===== src/rtl/dlatch_checker_sat_counter.sv =====
// rtl/dlatch_checker_sat_counter.sv - saturating up-counter with synchronous clear
module sat_counter #(
  parameter int W = 8
) (
  input  logic         clk,
  input  logic         rst_n,
  input  logic         inc,
  input  logic         clr,
  output logic [W-1:0] count,
  output logic [W-1:0] count_nxt
);

  always_comb begin
    count_nxt = count;
    if (clr) begin
      count_nxt = '0;
    end else if (inc && (count != {W{1'b1}})) begin
      count_nxt = count + W'(1);
    end
  end

  always_ff @(posedge clk or negedge rst_n) begin
    if (!rst_n) begin
      count <= '0;
    end else begin
      count <= count_nxt;
    end
  end

endmodule


===== config.mk =====
export PLATFORM = sky130hd
export DESIGN_NAME = sat_counter
export DESIGN_NICKNAME = d
export VERILOG_FILES = /design/src/rtl/dlatch_checker_sat_counter.sv
export SDC_FILE = /design/constraint.sdc
export NUM_CORES = 1
export LEC_CHECK = 0
export ABC_CLOCK_PERIOD_IN_PS = 3300
export CAP_MARGIN = 20
export CELL_PAD_IN_SITES_DETAIL_PLACEMENT = 0
export CELL_PAD_IN_SITES_GLOBAL_PLACEMENT = 2
export CORE_MARGIN = 5
export CORE_UTILIZATION = 36
export DETAILED_ROUTE_END_ITERATION = 10
export DONT_BUFFER_PORTS = 1
export GPL_ROUTABILITY_DRIVEN = 0
export GPL_TIMING_DRIVEN = 0
export HOLD_SLACK_MARGIN = 0.02
export PLACE_DENSITY_LB_ADDON = 0.25
export REMOVE_ABC_BUFFERS = 1
export SETUP_SLACK_MARGIN = 0.2
export SLEW_MARGIN = 40
export SYNTH_ARGS = -nofsm -noshare
export SYNTH_HDL_FRONTEND = slang
export SYNTH_SLANG_ARGS = --single-unit
export TNS_END_PERCENT = 5

===== constraint.sdc =====
create_clock -name clk -period 3.3 [get_ports clk]
set_clock_uncertainty 0.2 [all_clocks]
set_input_delay 0.495 -clock clk [delete_from_list [all_inputs] [get_ports clk]]
set_output_delay 0.495 -clock clk [all_outputs]
set_load 0.005 [all_outputs]

# Word-level counts from Yosys, hierarchy flattened
# Cells that the tools add are included.
# word_totals
reg_bits	8
latchBits	0
mem_bits_rw	0
rom_bits	0
input_bits	4
wordCells	6
n_memories	0
# op_classes
n_addsub	1
n_mul	0
div	0
n_lt_le_gt_ge	0
n_eq_ne	1
shift	0
mux	2
bitwise	0
n_reduce_logical	1
# ops
operator	n
2-to-1 mux 8 bit	2
adder 8 x 1 -> 8 bit, second input constant	1
!= test 8 bit, second input constant	1
logical AND 1 bit	1

# Logic depth before layout (Yosys ltp)
# Gate-level depths: netlist (run 1).
# depth
ltp_word	4
depth_mapped	5
ltp_nobuf	4

# Worst setup path before layout (run 1)
# OpenSTA, ideal clock, no wires.
# synth_path
path_kind	register to output
startpoint	register count[0]
endpoint	output count_nxt[5]
t_arrival_ns	1.428
t_required_ns	2.605
setup_slack_ns	1.177
path_stages_with_launch	6
cell_sequence	dfrtp_1 > ha_1 > and3_1 > buf_6 > a211oi_2 > mux2_4
# synth_via
elab_chain_len	4
# synth_rtl
item	line	rtl
start, declared	9	output logic [W-1:0] count,
start signal, assigned	26	count <= count_nxt;
branches (longest 2 deep; another with adder 8 x 1 -> 8 bit)	--	
2-to-1 mux 8 bit *	17	end else if (inc && (count != {W{1'b1}})) begin
2-to-1 mux 8 bit *	15	if (clr) begin
end, declared	10	output logic [W-1:0] count_nxt
# Every way passes the cells marked *.

# Final worst setup path (run 1)
# layout_path
startpoint	register count[0]
endpoint	output count_nxt[6]
# Same word-level chain as after synthesis.

==> out/metrics.cfg, run 1 <==
[power]
swShare = 0.2366
power.net_switching_uw = 46.06
power.combinational.fraction = 0.063
power.ir.vdd_worst_uv = 192.2
power.share.clock = 0.400
power.share.sequential = 0.536
leakage_nw = 0.2127
internal_power_uw = 148.7
power_density_mw_per_mm2 = 375.0

[layout]
synthToLayoutAreaGrowth_pct = 4.010
final_layout_size_suffix_gt1_frac = 0.1957
register_area_sq_um = 200.2
num_antenna_cells = 0
num-nets-final = 53
multiInputGateArea_sq_um = 264.0
final_cell_mix = sky130_fd_sc_hd__dfrtp_1 (8), sky130_fd_sc_hd__nor2b_1 (3), sky130_fd_sc_hd__a21oi_1 (3), sky130_fd_sc_hd__a211oi_1 (3), sky130_fd_sc_hd__clkbuf_4 (3)
most_common_library_cell_in_the_layout_ignoring_fill_and_taps = sky130_fd_sc_hd__dfrtp_1
fillers = 134
largest_register_ff_count = 8
top_register = count
reg.largest.list = count x8

[grt]
grt_first_pass_wirelength_um = 1932
grt_usage = 0.1276
grt_antenna_before_repair = 0
maximum_number_of_pins_on_one_net_before_global_route_repair = 12
grt_overflow = 0
first_global_vias = 405

[synth]
yosys_register_bits = 8
syn_area_sq_um = 499.2
syn-instance-count = 45
asyncSetResetFlopFracSynth = 1.000
synth-edff-count = 0
yosysSeqAreaShare = 0.4010
synthesis.yosys.warnings = 0
synth_top_flop_cell = sky130_fd_sc_hd__dfrtp_1
synth.avg_cell_area_sq_um = 11.09
number_of_library_cell_types_mapped_by_synthesis = 27

[cts]
clkSinkCount = 8
cts-htree-levels = 1
source_to_sink_clock_delay_at_the_later_pin_of_the_worst_skew_pair_ns = 0.26
cts_max_path_buffers = 2
tritoncts = done
clock_tree.root_cell = sky130_fd_sc_hd__clkbuf_4
post-cts-setup-buffers = 0
clkTransAtPathRegs_ns = 0.06
cts_hold_repair.buffers = 1
post_cts_resized = 0
cts-buffers-inserted = 3

[route]
detail_route.iter0.violations = 5
post-route-drc-count = 0
vias = 387
postRouteAntennaNets = 0
routedWlPerCell_um = 18.75
detail_route.first_pass.iterations = 4
via_per_inst = 6.344
detail_route.wirelength_um = 1144

[worst_hold_path]
hold_path_class = primary input to flop

[timing]
report.final.slew_viol_count = 0
final.min_clock_period_ns = 2.568
slew_at_the_pin_closest_to_its_max_slew_limit_ns = 0.4136
period_share = 0.7782
setup-tns-final_ns = 0
timing.final.hold_violations = 0
slew_headroom = 0.7226
setup_viol_count_final = 0
rsz0062_at_grt = false
clock.fmax_mhz = 389.4
final.hold.worst_slack_ns = 0.1282

[place]
portbufs = 0
place.detailed.hpwl_um = 837.7

[setup_path]
arrival_ns = 1.87
worstSetupPathType = flop to primary output
critical_path_required_ns = 2.60
startpoint_type = flop
path_max_fanout = 8
cp-end-kind = primary output

[outcome]
status = complete, no violations

[die]
top_level_ports = 20
placeableCoreArea_sq_mm = 0.001301
number_of_cell_rows = 13
area_enclosed_by_the_die_boundary_sq_mm = 0.002232
floorplan.die.width_um = 47.24
die_height_um = 47.24
floorplan.initialDensity = 0.3837

[run]
drv.max_cap_violation_count = 0

-- per-stage QoR --
stage                     setup slack [ns]  power (mW)  cell area [sq um]  instances  utilization
after floorplan                      1.197      0.1138              467.9         42            -
after global placement               1.040      0.1156              486.7         57       0.3740
after detailed placement             1.020      0.1161              486.7         57       0.3740
after CTS                           0.7139      0.1997              519.2         61       0.3990
after global routing                0.5374      0.2048              519.2         61       0.3990
final                               0.7319      0.1947              519.2         61       0.3990
-- worst paths after layout --
path                            cells past startpoint            to      from  slack [ns]
worst max-delay path                                4  count_nxt[6]  count[0]        0.73
worst min-delay path                                1      count[4]       clr        0.13
worst max register to register                      4      count[6]  count[0]        1.35
worst min register to register                      1      count[7]  count[7]        0.40
max in group asynchronous                           1      count[1]     rst_n        2.24
min in group asynchronous                           1      count[5]     rst_n        0.39
-- cell type report --
cell class,instances,area share
well taps,15,0.03614
repair buffers,1,0.01928
clock buffers,3,0.04337
inverters,1,0.007229
multi-input cells,33,0.5084
flip-flops and latches,8,0.3855
-- synthesized netlist by cell type, types with 2 or more instances --
cell,n,area share
sky130_fd_sc_hd__a211oi_1,3,0.045
sky130_fd_sc_hd__nand2b_1,2,0.025
sky130_fd_sc_hd__a311oi_1,2,0.035
sky130_fd_sc_hd__mux2_4,2,0.060
sky130_fd_sc_hd__nor2_1,2,0.015
sky130_fd_sc_hd__and3_1,2,0.025
sky130_fd_sc_hd__a21oi_1,3,0.030
sky130_fd_sc_hd__dfrtp_1,8,0.40
sky130_fd_sc_hd__nor2b_1,3,0.038
-- power groups by stage --
stage                     combinational, mW  clock, mW  sequential, mW
after detailed placement            0.00996          0           0.106
final                                0.0124     0.0780           0.104
after floorplan                     0.00867          0           0.105
after CTS                            0.0127     0.0825           0.104
after global placement              0.00948          0           0.106
after global routing                 0.0139     0.0860           0.105
-- routing by layer --
| layer | vias up | share of wire | global-route usage |
|---|---|---|---|
| met5 | - | 0 | 0 |
| met4 | 0 | 0.0079 | 0.03315 |
| met3 | 2 | 0.15 | 0.08429 |
| met2 | 21 | 0.44 | 0.1925 |
| met1 | 187 | 0.40 | 0.1487 |
| li1 | 177 | - | - |
-- logic make-up after synthesis --
group | after synthesis | share of synthesized area
compound gates | 12 | 0.2030
fa+ha+maj | 1 | 0.02506
buf+inv | 4 | 0.07017
flops | 8 | 0.4010
mux | 3 | 0.08020
simple gates | 17 | 0.2205
-- worst max-delay path, cell delays in order (launching register included) --
cell and delay (ns):
sky130_fd_sc_hd__dfrtp_1 0.44, sky130_fd_sc_hd__ha_1 0.22, sky130_fd_sc_hd__and3_1 0.38, sky130_fd_sc_hd__a41oi_2 0.16, sky130_fd_sc_hd__a311oi_1 0.40
(Power assumes the default switching activity.)
==> run 2: changes to the inputs <==
ABC_CLOCK_PERIOD_IN_PS = 2500   (was 3300)
CORE_UTILIZATION = 34   (was 36)
clock period = 2.5 ns   (was 3.3 ns; I/O delays follow)
==> run 2 against run 1 <==
  * Total power grew 33%
  * Worst setup slack got worse by 0.48 ns
  * Critical path depth did not move
  * Register-to-register slack worse by 0.60 ns
  * First-iteration DRC count grew 140%
  * Final cell count rose by 3.3%
  * Worst hold slack worse by 0.059 ns
  * Clock-buffer cell count stayed put
  * Die area grew 4.6%
  * Sequential power grew 34%
  * Combinational power is 68% higher
  * Critical path type unchanged
==> out/metrics.cfg, run 2 (synthesis gave the netlist of run 1 again) <==
[timing]
setup-tns-final_ns = 0
rsz0062_at_grt = false
slew_headroom = 0.7401
period_share = 0.9000
setup_viol_count_final = 0
final_critical_path_setup_slack_ns = 0.2500
timing.final.hold_violations = 0
final.min_clock_period_ns = 2.250
slew_at_the_pin_closest_to_its_max_slew_limit_ns = 0.3876
report.final.slew_viol_count = 0
clock.fmax_mhz = 444.4

[route]
detail_route.iter0.violations = 12
post-route-drc-count = 0
detail_route.wirelength_um = 1335
vias = 392
routedWlPerCell_um = 21.19
postRouteAntennaNets = 0
via_per_inst = 6.222
detail_route.first_pass.iterations = 4

[setup_path]
worstReg2RegEnd = count[6]
cpPeakStageDelay_ns = 0.42
regToRegSetupSlack_ns = 0.75
cp-end-kind = primary output
critPathSlowestCell = sky130_fd_sc_hd__dfrtp_2
register_to_register_path_depth = 4
critical_path_required_ns = 1.92
startpoint_type = flop
worstSetupPathType = flop to primary output
timing.rr.start = count[0]
arrival_ns = 1.68
path_max_fanout = 8
crit_chain = ha_2 -> and3_4 -> a41oi_2 -> a311oi_2

[power]
leakage_nw = 0.2162
power.ir.vdd_worst_uv = 208.6
power_density_mw_per_mm2 = 459.6

[grt]
grt_overflow = 0
maximum_number_of_pins_on_one_net_before_global_route_repair = 10
grt_first_pass_wirelength_um = 2021
grt_antenna_before_repair = 0
first_global_vias = 394
grt_usage = 0.1113

[layout]
final_cell_count_no_fill = 63
finalCoreUtilization = 0.4171
most_common_library_cell_in_the_layout_ignoring_fill_and_taps = sky130_fd_sc_hd__dfrtp_1
reg.largest.list = count x8
num_antenna_cells = 0
synthToLayoutAreaGrowth_pct = 12.78
final_layout_size_suffix_gt1_frac = 0.2917
top_register = count
num-nets-final = 55
finish.instance_area_sq_um = 563.0
largest_register_ff_count = 8

[run]
drv.max_cap_violation_count = 0

[place]
place.detailed.hpwl_um = 864
dp_cells = 57
portbufs = 0
placement.cell_area_sq_um = 486.7
pre_cts_slack_ns = 0.3487

[die]
number_of_cell_rows = 13
die_height_um = 48.32
placeableCoreArea_sq_mm = 0.001350
area_enclosed_by_the_die_boundary_sq_mm = 0.002335
floorplan.die.width_um = 48.32
floorplan.initialDensity = 0.3698
top_level_ports = 20

[cts]
clkSinkCount = 8
cts_max_path_buffers = 2
tritoncts = done
source_to_sink_clock_delay_at_the_later_pin_of_the_worst_skew_pair_ns = 0.26
post-cts-setup-buffers = 0
clkTransAtPathRegs_ns = 0.06
clock_tree.root_cell = sky130_fd_sc_hd__clkbuf_4
cts-htree-levels = 1
cts-buffers-inserted = 3

[worst_hold_path]
hold_path_class = primary input to flop
worstHoldPathCells = 1
hold-path-endpoint = count[4]
hold_start = inc

[outcome]
status = complete, no violations

## run 2: stage by stage
stage | hold slack [ns] | power, mW
2_1_floorplan | -0.1206 | 0.1502
3_3_place_gp | -0.1204 | 0.1529
3_5_place_dp | -0.1204 | 0.1538
4_1_cts | 0.02435 | 0.2610
5_1_grt | 0.06813 | 0.2722
6_report | 0.06935 | 0.2588
## run 2: how the worst max path moves through the flow
stage / startpoint / endpoint / slack [ns] / cells after the start
2_1_floorplan: count[0] / count_nxt[5] / 0.52 / 4
3_5_place_dp: count[0] / count_nxt[6] / 0.35 / 4
4_1_cts: count[1] / count_nxt[6] / 0.22 / 4
6_report: count[0] / count_nxt[6] / 0.25 / 4
5_1_grt: count[0] / count_nxt[6] / 0.19 / 4
3_3_place_gp: count[0] / count_nxt[6] / 0.37 / 4
## run 2: worst max-delay path, delay by kind of cell, from the launching register on
| family | cells | cell delay (ns) |
|---|---|---|
| fa+ha+maj | 1 | 0.21 |
| compound gates | 2 | 0.53 |
| flops | 1 | 0.42 |
| simple gates | 1 | 0.26 |
## run 2: power by group
part / switching [mW] / internal, mW / total, mW
registers: 0.00553 / 0.133 / 0.139
clock network: 0.0442 / 0.0550 / 0.0991
logic: 0.0101 / 0.0107 / 0.0208
total: 0.0598 / 0.199 / 0.259
## run 2: what timing repair did
item | CTS | global route
endpoints found under the hold margin | 11 | 2
pin swaps | 1 | 1
endpoints found under the setup margin | 7 | 3
hold buffers | 2 | 1
resized for setup | 4 | 3
## run 2: layout make-up
type | instances | area [sq um]
tap | 15 | 18.77
sequential | 8 | 202.7
fill | 142 | 787.0
clock buffer | 3 | 22.52
inverter | 1 | 3.754
timing repair buffer | 3 | 30.03
multi-input combinational | 33 | 285.3
## run 2: metal layers
metal,routed length [um],track usage,up-vias
met5,0,0,-
met4,0,0.02765,0
met3,141,0.08257,0
met2,649,0.1652,21
met1,544,0.1250,190
li1,-,-,181
